[src/rtl/spin_sample_sequencer.sv]
// Seven-sample spin capture sequencer for the COBI majority-vote datapath.
// Captures SPIN_IN seven times SAMPLE_GAP cycles apart, then latches the external vote.
module spin_sample_sequencer #(
  parameter int unsigned CORE_SIZE  = 64,
  parameter int unsigned SAMPLE_GAP = 4
) (
  input  logic                   clk,
  input  logic                   rst_n,
  input  logic                   start,
  input  logic                   abort,
  input  logic [CORE_SIZE-1:0]   spin_in,
  output logic [CORE_SIZE*7-1:0] sample_bus,
  input  logic [CORE_SIZE-1:0]   maj_spin,
  output logic [CORE_SIZE-1:0]   spin_out,
  output logic                   busy,
  output logic                   done
);

  localparam int unsigned NSMP  = 7;
  localparam int unsigned GAP_W = 8;
  localparam int unsigned IDX_W = 3;

  localparam logic [GAP_W-1:0] GAP_LOAD = GAP_W'(SAMPLE_GAP - 1);
  localparam logic [IDX_W-1:0] IDX_LAST = IDX_W'(NSMP - 1);

  localparam logic [1:0] ST_IDLE    = 2'd0;
  localparam logic [1:0] ST_GAP     = 2'd1;
  localparam logic [1:0] ST_RESOLVE = 2'd2;

  // Spin i, sample k lives at buf_q[i][k], i.e. flat bit i*7+k.
  logic [CORE_SIZE-1:0][NSMP-1:0] buf_q, buf_nxt;
  logic [1:0]                     state, state_nxt;
  logic [GAP_W-1:0]               gap_cnt, gap_nxt;
  logic [IDX_W-1:0]               smp_idx, idx_nxt;
  logic [CORE_SIZE-1:0]           out_nxt;
  logic                           busy_nxt, done_nxt;

  always_ff @(posedge clk or negedge rst_n) begin
    if (!rst_n) begin
      state    <= ST_IDLE;
      buf_q    <= '0;
      gap_cnt  <= '0;
      smp_idx  <= '0;
      spin_out <= '0;
      busy     <= 1'b0;
      done     <= 1'b0;
    end else begin
      state    <= state_nxt;
      buf_q    <= buf_nxt;
      gap_cnt  <= gap_nxt;
      smp_idx  <= idx_nxt;
      spin_out <= out_nxt;
      busy     <= busy_nxt;
      done     <= done_nxt;
    end
  end

  always_comb begin
    state_nxt = state;
    buf_nxt   = buf_q;
    gap_nxt   = gap_cnt;
    idx_nxt   = smp_idx;
    out_nxt   = spin_out;
    done_nxt  = 1'b0;

    case (state)
      ST_IDLE: begin
        if (start) begin
          buf_nxt   = '0;
          gap_nxt   = GAP_LOAD;
          idx_nxt   = '0;
          state_nxt = ST_GAP;
        end
      end
      ST_GAP: begin
        // Abort wins over a capture due on the same edge.
        if (abort) begin
          state_nxt = ST_IDLE;
        end else if (gap_cnt != '0) begin
          gap_nxt = gap_cnt - GAP_W'(1);
        end else begin
          for (int i = 0; i < CORE_SIZE; i++) begin
            buf_nxt[i][smp_idx] = spin_in[i];
          end
          if (smp_idx == IDX_LAST) begin
            state_nxt = ST_RESOLVE;
          end else begin
            idx_nxt = smp_idx + IDX_W'(1);
            gap_nxt = GAP_LOAD;
          end
        end
      end
      ST_RESOLVE: begin
        state_nxt = ST_IDLE;
        if (!abort) begin
          out_nxt  = maj_spin;
          done_nxt = 1'b1;
        end
      end
      default: state_nxt = ST_IDLE;
    endcase

    busy_nxt = (state_nxt != ST_IDLE);
  end

  assign sample_bus = buf_q;

endmodule

[config.mk]
export PLATFORM = sky130hd
export DESIGN_NAME = spin_sample_sequencer
export DESIGN_NICKNAME = d
export VERILOG_FILES = /design/src/rtl/spin_sample_sequencer.sv
export SDC_FILE = /design/constraint.sdc
export NUM_CORES = 1
export LEC_CHECK = 0
export CORE_AREA = 2 2 254 256
export DETAILED_ROUTE_END_ITERATION = 10
export DIE_AREA = 0 0 256 258
export PLACE_DENSITY_LB_ADDON = 0.15
export SYNTH_ARGS = -nofsm -noshare
export SYNTH_HDL_FRONTEND = slang
export SYNTH_SLANG_ARGS = --single-unit
export TNS_END_PERCENT = 1
[constraint.sdc]
create_clock -name clk -period 2.45 [get_ports clk]
set_clock_uncertainty 0.2 [all_clocks]
set_input_delay 0.49 -clock clk [delete_from_list [all_inputs] [get_ports clk]]
set_output_delay 0.49 -clock clk [all_outputs]
set_load 0.02 [all_outputs]
[Yosys cells after proc, flatten, opt, wreduce, memory -nomap -nowiden]
Cells that the tools add are included.
Cells by class
  $lt $le $gt $ge: 2
  reductions and logical operators: 9
  mux-type cells: 87
  bitwise operators: 1
  $add $sub $neg: 2
  eq/ne operators: 8
Operator list (count)
  448-bit two-way mux: 3
  448-bit case mux with 2 select lines: 1
  7-bit bitwise mux: 64
  8-bit two-way mux: 4
  8-bit case mux with 2 select lines: 1
  3-bit two-way mux: 4
  2-bit two-way mux: 4
  2-bit != test (second input constant): 4
  4-bit AND reduction: 2
  8-bit nonzero test: 1
  8-bit by 1-bit subtractor with 8-bit output (second input constant): 1
  3-bit case mux with 2 select lines: 1
  5-bit AND reduction: 1
  3-bit by 4-bit less-than comparator with 1-bit output (second input constant): 1
  2-bit case mux with 2 select lines: 1
  2-bit nonzero test: 2
  3-bit by 1-bit adder with 3-bit output (second input constant): 1
  1-bit demux with 3-bit select: 1
  3-bit == test (second input constant): 1
  3-bit by 1-bit greater-or-equal comparator with 1-bit output (second input constant): 1
  1-bit two-way mux: 3
  3-bit != test (second input constant): 1
  2-bit by 1-bit == test with 1-bit output (second input constant): 1
  2-bit == test (second input constant): 1
  4 further kinds: 4
Storage, ports and cells
  output and inout port bits: 514
  input bits: 132
  word-level logic and storage cells: 179
  register bits: 527

[Longest topological paths before layout]
Gate-level depths: netlist (run 1).
  depth in word-level cells: 8
  gate-level depth with buffers: 8
  depth with buffers taken out: 7

[Least setup slack after synthesis (run 1)]
No wires, ideal clock.
  kind: reg-to-reg
  start: register gap_cnt[0]
  end: register buf_q, in the netlist sample_bus[101]
  data required time: 2.175 ns
  setup time: 0.075 ns
  path slack: -0.043 ns
  arrival: 2.219 ns
  period minus slack after synthesis: 2.493 ns
  path buffers: 2
  cell stages (with the launch flop): 9
  path through: dfrtp_1 -> inv_1 -> ha_1 -> or4b_4 -> or3_4 -> or3_1 -> buf_6 -> buf_6 -> o2bb2ai_2
Between the ends
  word-level cells in the longest chain between the ends: 3
RTL lines
  from (decl): line 33  | logic [GAP_W-1:0] gap_cnt, gap_nxt;
  from (signal assigned): line 50  | gap_cnt <= gap_nxt;
  8-bit nonzero test: line 79  | end else if (gap_cnt != '0) begin
  2-bit != test (no source line)
  4-bit AND reduction (no source line)
  to (signal assigned): line 49  | buf_q <= buf_nxt;
  to (decl): line 31  | logic [CORE_SIZE-1:0][NSMP-1:0] buf_q, buf_nxt;
No other way between the ends.
A chain may end at the register's enable or synchronous reset.

[Worst setup path after layout (run 1)]
  start: register gap_cnt[1]
  end: register buf_q, in the netlist sample_bus[255]
The elaborated chain is that of the path after synthesis.

==> results.md, run 1 <==
- Status: complete, but fails checks
- Failing checks: setup timing
- Main combinational cell family by area after synthesis: compound AO/OA/AOI/OAI gates
- Worst-Margin Slew: around 570 ps
- GRT overflow: 0
- Top cell type's share of synthesized area: 0.674
- Adder-Cell Fraction of Synth Area: 0.00192
- EDFF count, synth: 0
- Most common cell in the netlist: dfrtp_1
- Mapped Area: 19600 um^2
- Final Cycle Share: 1.00
- Fin nets: roughly 2100
- Largest net degree at the start of global routing: 72
- Crit start category: flop
- Post-synthesis cell count: about 1300
- Post-Layout Cell Count: just under 3000
- GPL Wtd Cong: approximately 0.82
- Layout Area Growth over Synthesis: 54.2%
- Power per cell area: ~730 nW/um^2
- All-layer global routing usage: 0.220
- # IOs: 646
- Dpl cells: 2800
- Total power: approximately 22 mW
- DRT antenna net count: 0
- DRC violations left: 0
- Clock Tree Root: clkbuf_16
- WS Path Type: reg2reg
- Fin util: 0.474
- XOR/XNOR Fraction of Synth Area: 0
- YS warnings: 0
- Max-slew violations: 0
- Rel. slew slack: 0.618
- Ys async rst share: 1.00
- CTS tree: done
- First-pass GRT wire length: approximately 110000 um
- Max Root-Sink Buffers: 3
- Required @ worst endpoint: about 2800 ps
- Port Buffers: approximately 650
- DR vias/cell: between 5 and 6
- FP Rows: between 90 and 100
- Die area: 66000 um^2
- Final Hold Viols: 0
- Element type at the critical path end: flop
- Ys flop type: dfrtp_1
- Cts bufs inserted: slightly below 60
- Leakage: roughly 13 nW
- TNS Setup: -9.96 ps
- Commonest cells in the netlist: dfrtp_1 (527), a22o_1 (256), o2bb2ai_1 (141)
- Vias in the first global route: about 16000
- Starting Density: 0.308
- Fin crit period: about 2500 ps
- Complex-gate fraction of the synthesized area: 0.227
- Clock transition at path regs: approximately 60 ps
- VDD IR max: approximately 530 uV
- CP max FO: 31
- Achievable Freq: a little over 0.4 GHz
- Clk sinks: roughly 530
- Final Setup Violations: 1
- Mux cell area share after synthesis: 0.0374
- Unrepaired setup endpoints after global routing: true
- Vias: ~15000
- Syn nets: approximately 1500
- CORE AREA: about 64000 um^2
- Hpwl dp: around 53000 um
- Fin worst setup slack: -9.96 ps
- Post-CTS setup repair buffer count: 0
- Top post-synthesis cells by area: dfrtp_1 (67%), a22o_1 (11%), o2bb2ai_1 (6.3%)
- Chip height: around 260 um
- Share of layout cells above drive strength 1: 0.171
- Mean post-synth cell area: between 10 and 15 um^2
- Routed WL: 73900 um
- Maxcap violations: 0
- Synth area leader: dfrtp_1
- Simple-gate share of the synthesized area: 0.0327
- # diodes: 0
- Average wire per standard cell: ~25 um
- DR iter-0 viols: around 830
- Length of the first detailed-routing pass in iterations: 5
- Die width: 256 um
- Distinct cell type count after synthesis: between 40 and 50
- Min-Delay Path Class: in2async
- Clk Latency, worst-skew pair: approximately 600 ps
- Post-synthesis sequential area ratio: 0.674
- Initial antenna violation count: 0
- Register bit total from synthesis: between 500 and 600
- Worst path arrival time: around 2800 ps
- H-tree depth: 2
==> cells in the final DEF, fill, tap and decap left out, types with 7 or more instances in the layout <==
master and n:
o2bb2ai_2 53, o2bb2ai_1 133, clkinv_2 12, a22o_1 256
bufinv_16 9, clkbuf_8 17, clkbuf_1 7, nand2_1 74
dfrtp_1 526, mux2_2 65, buf_4 55, buf_12 40
clkbuf_16 59, clkdlybuf4s50_1 638
==> metal layers <==
metal	track usage	part of all wire
met3	0.0710	0.083
met1	0.282	0.41
met5	0	0
met2	0.354	0.47
met4	0.0713	0.033
==> worst paths after layout <==
kind / startpoint / endpoint / slack, ps / cells after the start
min reg2reg: sample_bus[412] / sample_bus[412] / 280 / 1
max in group asynchronous: rst_n / sample_bus[332] / 1080 / 4
max: gap_cnt[1] / sample_bus[255] / -10 / 7
max reg2reg: gap_cnt[1] / sample_bus[255] / -10 / 7
min: rst_n / sample_bus[138] / 170 / 2
min in group clk: sample_bus[412] / sample_bus[412] / 280 / 1
==> cells by family after synthesis <==
kind of cell	Yosys count
buffers and inverters	118
adder cells (fa/ha/maj)	3
AND/OR/NAND/NOR	123
multiplexers	65
AO/OA/AOI/OAI	481
flip-flops	527
==> repair_timing <==
action,4_1_cts,5_1_grt
setup endpoints to repair,148,208
hold buffers,1,0
pin swaps,3,28
endpoints found under the hold margin,188,0
gates resized for setup,5,20
==> where the power goes <==
group          switching, mW  internal, mW
clock network           3.64          5.86
registers              0.203          8.97
logic                   2.12          1.30
total                   5.96          16.1
==> sequential cells by signal (all words and copies together), names as in the netlist <==
register	count
busy	1
done	1
gap_cnt	8
sample_bus	448
smp_idx	3
spin_out	64
state	2
==> worst max-delay path: stages, from the launching register on <==
cell and delay, ps:
dfrtp_1 390, inv_2 70, ha_4 130, or4b_4 480
or3_4 350, or3_4 390, buf_12 210, o2bb2ai_1 160
==> layout make-up <==
class                      count  area (um^2)
fill                        5614        33500
sequential                   527        13200
timing repair buffer         741         7690
multi-input combinational    672         6110
clock buffer                  83         1740
tap                          855         1070
clock inverter                26          372
inverter                       6         22.5
==> per-stage QoR <==
stage / worst slack (ps) / cell area [um^2] / hold slack [ps]
final: -9.96 / 30200 / 175
after floorplan: 20.3 / 19600 / -5.59
after detailed placement: -248 / 27900 / 215
after global routing: -61.8 / 30200 / 175
after global placement: -233 / 27900 / 214
after CTS: -32.3 / 30100 / 158
Power figures use the tool's default switching activity.
==> run 2, diff against run 1 <==
==> constraint.sdc (replaced) <==
create_clock -name clk -period 2.45 [get_ports clk]
set_clock_uncertainty 0.2 [all_clocks]
set_input_delay 0.245 -clock clk [delete_from_list [all_inputs] [get_ports clk]]
set_output_delay 0.245 -clock clk [all_outputs]
set_load 0.02 [all_outputs]
==> results.md, run 2 (same netlist as run 1, synthesis figures left out) <==
- Status: completed
- Fin worst setup slack: 2.75 ps (+12.7 ps)
- CTS tree: done
- Net Sw Frac: 0.279 (+0.00906)
- CP dominant cell by count: or3_4
- DR vias/cell: 5.14 (+0.82%)
- Die area: 66000 um^2 (unchanged)
- Commonest non-fill, non-tap cell in the layout: clkdlybuf4s50_1
- Maxcap violations: 0 (unchanged)
- Average wire per standard cell: 26.2 um (+3.2%)
- Leakage: 12.9 nW (-1.9%)
- Net switching power: 5.97 mW (+0.15%)
- Worst hold slack: 44.1 ps (-131 ps)
- DR iter-0 viols: 772 (-6.4%)
- Final Cycle Share: 0.999 (-0.00519)
- All-layer global routing usage: 0.223 (+0.00307)
- Clock Tree Root: clkbuf_16
- H-tree depth: 2 (unchanged)
- CP max stage cell: or4b_4
- Layout Area Growth over Synthesis: 52.7%
- Worst-Margin Slew: 672 ps (+103 ps)
- Power per cell area: 716 nW/um^2 (-2.1%)
- Pre-CTS setup slack: -114 ps (+134 ps)
- DRT antenna net count: 0 (unchanged)
- WS Path Type: reg2reg
- Commonest non-fill, non-tap cells in the layout: clkdlybuf4s50_1 (644), dfrtp_1 (526), a22o_1 (256)
- GPL Wtd Cong: 0.798 (-3.1%)
- Port Buffers: 645 (unchanged)
- First-pass GRT wire length: 111000 um (+1.0%)
- Max reg flops: 448 (unchanged)
- Fin util: 0.470 (-0.00474)
- Placed cell areas: 27600 um^2 (-1.2%)
- Starting Density: 0.308 (unchanged)
- Unrepaired setup endpoints after global routing: true
- Die width: 256 um (unchanged)
- Min-Delay Path Class: in2reg
- Element type at the critical path end: flop
- Fin crit period: 2450 ps (-12.7 ps)
- Rel. slew slack: 0.552 (-0.0653)
- Global route hottest layer: met2
- Hpwl dp: 52300 um (-1.3%)
- VDD IR max: 620 uV (+18%)
- Design area: 29900 um^2 (-1.0%)
- Clock transition at path regs: 60 ps (about the same)
- Final Setup Violations: 0 (-1)
- Largest net degree at the start of global routing: 67 (-6.9%)
- Clk sinks: 527 (unchanged)
- # IOs: 646 (unchanged)
- Routed WL: 75800 um (+2.6%)
- Cells along the critical path: inv_2 > ha_4 > or4b_4 > or3_4 > or3_4 > buf_12 > o2bb2ai_2
- Initial antenna violation count: 0 (unchanged)
- Met2 global-route usage: 0.363 (+0.00891)
- Vias: 14868 (+0.30%)
- Max-slew violations: 0 (unchanged)
- CP max FO: 25 (-19%)
- GRT overflow: 0 (unchanged)
- DRC violations left: 0 (unchanged)
- Internal Power: 15.4 mW (-4.3%)
- Achievable Freq: 0.409 GHz (+0.52%)
- Crit start category: flop
- Post-Layout Cell Count: 2895 (-0.52%)
- Final Hold Viols: 0 (unchanged)
- Required @ worst endpoint: 2800 ps (+20 ps)
- Fin nets: 2128 (-0.61%)
- TNS Setup: 0 ps (+9.96 ps)
- Largest stage delay, worst path: 460 ps (-20 ps)
- Dpl cells: 2775 (-0.89%)
- Comb power frac: 0.154 (about the same)
- Length of the first detailed-routing pass in iterations: 5 (unchanged)
- Worst path arrival time: 2790 ps (about the same)
- Share of layout cells above drive strength 1: 0.162 (-0.00952)
- Sequential share of power: 0.429 (+0.014)
- Met3 GRT Util: 0.0645 (-0.00648)
- Cts bufs inserted: 58 (unchanged)
- Clk Latency, worst-skew pair: 620 ps (+20 ps)
- # diodes: 0 (unchanged)
- Clk pwr share: 0.416 (-0.014)
- FP Rows: 93 (unchanged)
- CORE AREA: 63600 um^2 (unchanged)
- Max Root-Sink Buffers: 3 (unchanged)
- Vias in the first global route: 15614 (-0.65%)
- M1 GR Usage: 0.288 (+0.00572)
- Total power: 21.4 mW (-3.1%)
- Chip height: 258 um (unchanged)
-- run 2: cell types whose count changed in the layout (fill, tap and decap cells not counted), moves of 4 or more --
cell and change:
buf_12 -12, buf_4 -16, buf_6 +4, bufinv_16 -6, clkbuf_1 +7, clkdlybuf4s50_1 +6
dlygate4sd3_1 +6, o2bb2ai_1 -6, o2bb2ai_2 +12, o2bb2ai_4 -6
-- run 2: per-layer routing --
metal	vias up	share of wire
li1	6408	-
met3	116	0.074
met2	580	0.48
met5	-	0
met4	0	0.030
met1	7764	0.41
-- run 2: worst paths after layout --
kind	cells past startpoint	start	slack, ps	endpoint
worst max-delay path	7	gap_cnt[1]	3	sample_bus[332]
worst min-delay path	2	maj_spin[17]	40	spin_out[17]
max in group asynchronous	3	rst_n	1360	sample_bus[316]
worst max register to register	7	gap_cnt[1]	3	sample_bus[332]
min in group asynchronous	3	rst_n	170	sample_bus[139]
worst min register to register	1	sample_bus[293]	280	sample_bus[293]
-- run 2: power by group through the flow --
stage	logic (mW)	registers [mW]	clock network, mW
2_1_floorplan	1.21	9.53	0
3_3_place_gp	3.23	9.33	0
3_5_place_dp	3.25	9.34	0
4_1_cts	3.32	9.18	9.12
5_1_grt	3.54	9.22	9.48
6_report	3.31	9.19	8.91
-- run 2: layout make-up --
type / instances / area [um^2]
fillers: 5695 / 33800
flip-flops and latches: 527 / 13200
repair buffers: 728 / 7560
multi-input cells: 672 / 6090
clock buffers: 91 / 1780
well taps: 855 / 1070
clock inverters: 16 / 180
inverters: 6 / 22.5
-- run 2: critical path: cells and delay by family (launching register included) --
kind	cells	cell delay (ps)
simple gates	3	1190
fa+ha+maj	1	130
buf+inv	2	280
flops	1	410
compound gates	1	140
-- run 2: what timing repair did --
item	CTS	global route
endpoints found under the hold margin	533	0
endpoints found under the setup margin	164	314
hold buffers	8	0
setup buffers	2	0
gates resized for setup	13	14
gates cloned	2	1
pin swaps	2	41
==> edit (flow settings as in run 2) <==
`GAP_W`: 8 -> 10.
--- a/src/rtl/spin_sample_sequencer.sv
+++ b/src/rtl/spin_sample_sequencer.sv
@@ -19,3 +19,3 @@
   localparam int unsigned NSMP  = 7;
-  localparam int unsigned GAP_W = 8;
+  localparam int unsigned GAP_W = 10;
   localparam int unsigned IDX_W = 3;
Function: same outputs for any inputs over 4 cycles, from zero or initial values and one cycle with rst_n low; that may be too few to reach the edited logic, so the function may still have changed.
==> edit against run 2 <==
  * Synthesized area fell by 1.7%
  * Utilization fell by 0.94 points
  * Count of clock-buffer cells in the layout fell by 2
  * Sequential cell count rose by 2
  * Wire length rose by 0.81%
  * Fmax rose by 0.12%
  * First-iteration DRC count rose by 19%
  * Die area did not move
  * Power fell by 4.7%
  * Global-route usage fell by 0.11 points
  * Worst setup slack improved by 0.0030 ns
  * Cell area fell by 2.0%
  * Critical path type unchanged
==> edit: results <==
group,metric,value,unit
global_routing,grt_pass1_wl,109700,um
run_status,status,"finished, final reports clean",
timing,tightest_slew,0.7721,ns
routing,drt_iter0_drc,921,
routing,route.detailed.wl_per_inst,27.02,um
yosys,synth_fp_nets,1386,
placement,dp_cells,2717,
clock_tree,clk-insertion-delay-late,0.59,ns
global_routing,antenna_found_initial,0,
yosys,synthTopCellsByArea,"dfrtp_1 (69%), a22o_1 (20%), mux2_2 (3.9%)",
yosys,yosysUniqueCellTypes,41,
final_layout,num_antenna_cells,0,
clock_tree,cts_buffer_depth,3,
routing,top_layer,"met4",
pwr,irDropWorstVdd,515.1,uV
worst_setup_path,critPathMaxStageDelay,0.66,ns
yosys,ys_top_cells_by_count,"dfrtp_1 (529), a22o_1 (449), clkbuf_1 (75)",
global_routing,grt_pass1_vias,15165,
final_layout,drive_gt1_frac,0.1317,
routing,wl_met3,6261,um
clock_tree,root_buffer,"clkbuf_16",
routing,first_pass_iters,4,
pwr,p_leak,0.01313,uW
yosys,syn_avg_cell_area,15.39,sq um
worst_setup_path,crit_arrival,2.77,ns
placement,hpwl,51580,um
worst_hold_path,worstHoldPathType,"in -> reg",
yosys,synth.yosys.seq_area_share,0.6883,
final_layout,num-nets-final,2066,
routing,wl_met2,37110,um
routing,routed_via_density,5.226,
worst_setup_path,slowest_stage,"or4_1",
global_routing,grt_max_degree,81,
final_layout,largest_register_ffs,448,
final_layout,fin_cells,2829,
placement,gp_congestion,0.7949,
worst_setup_path,cp_max_fo,8,
global_routing,track_usage,0.2222,
routing,wl_met1,30430,um
edit: cell types whose count changed in the layout (fill, tap and decap cells not counted), sizes merged, moves of 4 or more:
cell,delta
nor2,+6
clkinv,-4
o21ai,-5
or4,+4
a31oi,+5
nand2,-69
a21o,-5
o2bb2ai,-191
or3,-4
dlygate4sd3,-6
a22o,+193
edit: through the flow:
stage / setup slack [ns] / instance area, sq um / TNS (ns) / power (uW) / utilization
global placement: 0.01238 / 27240 / 0 / 11830 / 0.4279
finish: 0.005785 / 29300 / 0 / 20410 / 0.4603
floorplan: -0.03164 / 19240 / -3.274 / 10360 / -
detailed placement: -0.05142 / 27240 / -3.508 / 11860 / 0.4279
global route: -0.05249 / 29300 / -0.05745 / 21180 / 0.4603
CTS: 0.04510 / 29160 / 0 / 20630 / 0.4582
edit: report_power, final:
| group | switching [uW] | internal [uW] |
|---|---|---|
| Sequential | 199 | 8940 |
| Combinational | 1550 | 1040 |
| Clock | 3540 | 5140 |
edit: worst max-delay path, delay by kind of cell (launching register included):
kind            cells  cell delay (ns)
compound gates      1             0.15
simple gates        3             1.53
flops               1             0.49
edit: repair_timing:
| action | CTS | global route |
|---|---|---|
| gates resized for setup | 1 | 7 |
| endpoints found under the hold margin | 529 | 0 |
| hold buffers | 2 | 0 |
| pin swaps | 0 | 1 |
| gates cloned | 0 | 4 |
| setup endpoints to repair | 58 | 160 |
| buffers inserted | 0 | 2 |
edit: metal layers:
| metal | GRT usage | up-vias |
|---|---|---|
| met2 | 0.3693 | 657 |
| met5 | 0 | - |
| met4 | 0.07537 | 0 |
| met1 | 0.2741 | 7792 |
| li1 | - | 6202 |
| met3 | 0.07018 | 134 |
edit: kinds of logic after synthesis:
family	Yosys count	synth area share
buffers and inverters	108	0.03064
AO/OA/AOI/OAI	480	0.2184
multiplexers	67	0.03923
AND/OR/NAND/NOR	62	0.02088
flip-flops	529	0.6883
adder cells (fa/ha/maj)	4	0.002602
edit: path summary, 6_finish.rpt:
kind	slack, ns	from	end	depth (start not counted)
min reg2reg	0.30	sample_bus[165]	sample_bus[165]	1
max	0.006	gap_cnt[2]	gap_cnt[7]	4
max in group asynchronous	1.40	rst_n	spin_out[22]	3
min in group asynchronous	0.16	rst_n	sample_bus[160]	3
min	0.04	maj_spin[40]	spin_out[40]	2
max reg2reg	0.006	gap_cnt[2]	gap_cnt[7]	4
edit: area by class of cell:
class | count | area (sq um)
clock buffer | 89 | 1729
clock inverter | 15 | 162.7
fill | 5724 | 34350
inverter | 6 | 22.52
multi-input combinational | 613 | 5548
sequential | 529 | 13240
tap | 855 | 1070
timing repair buffer | 722 | 7527
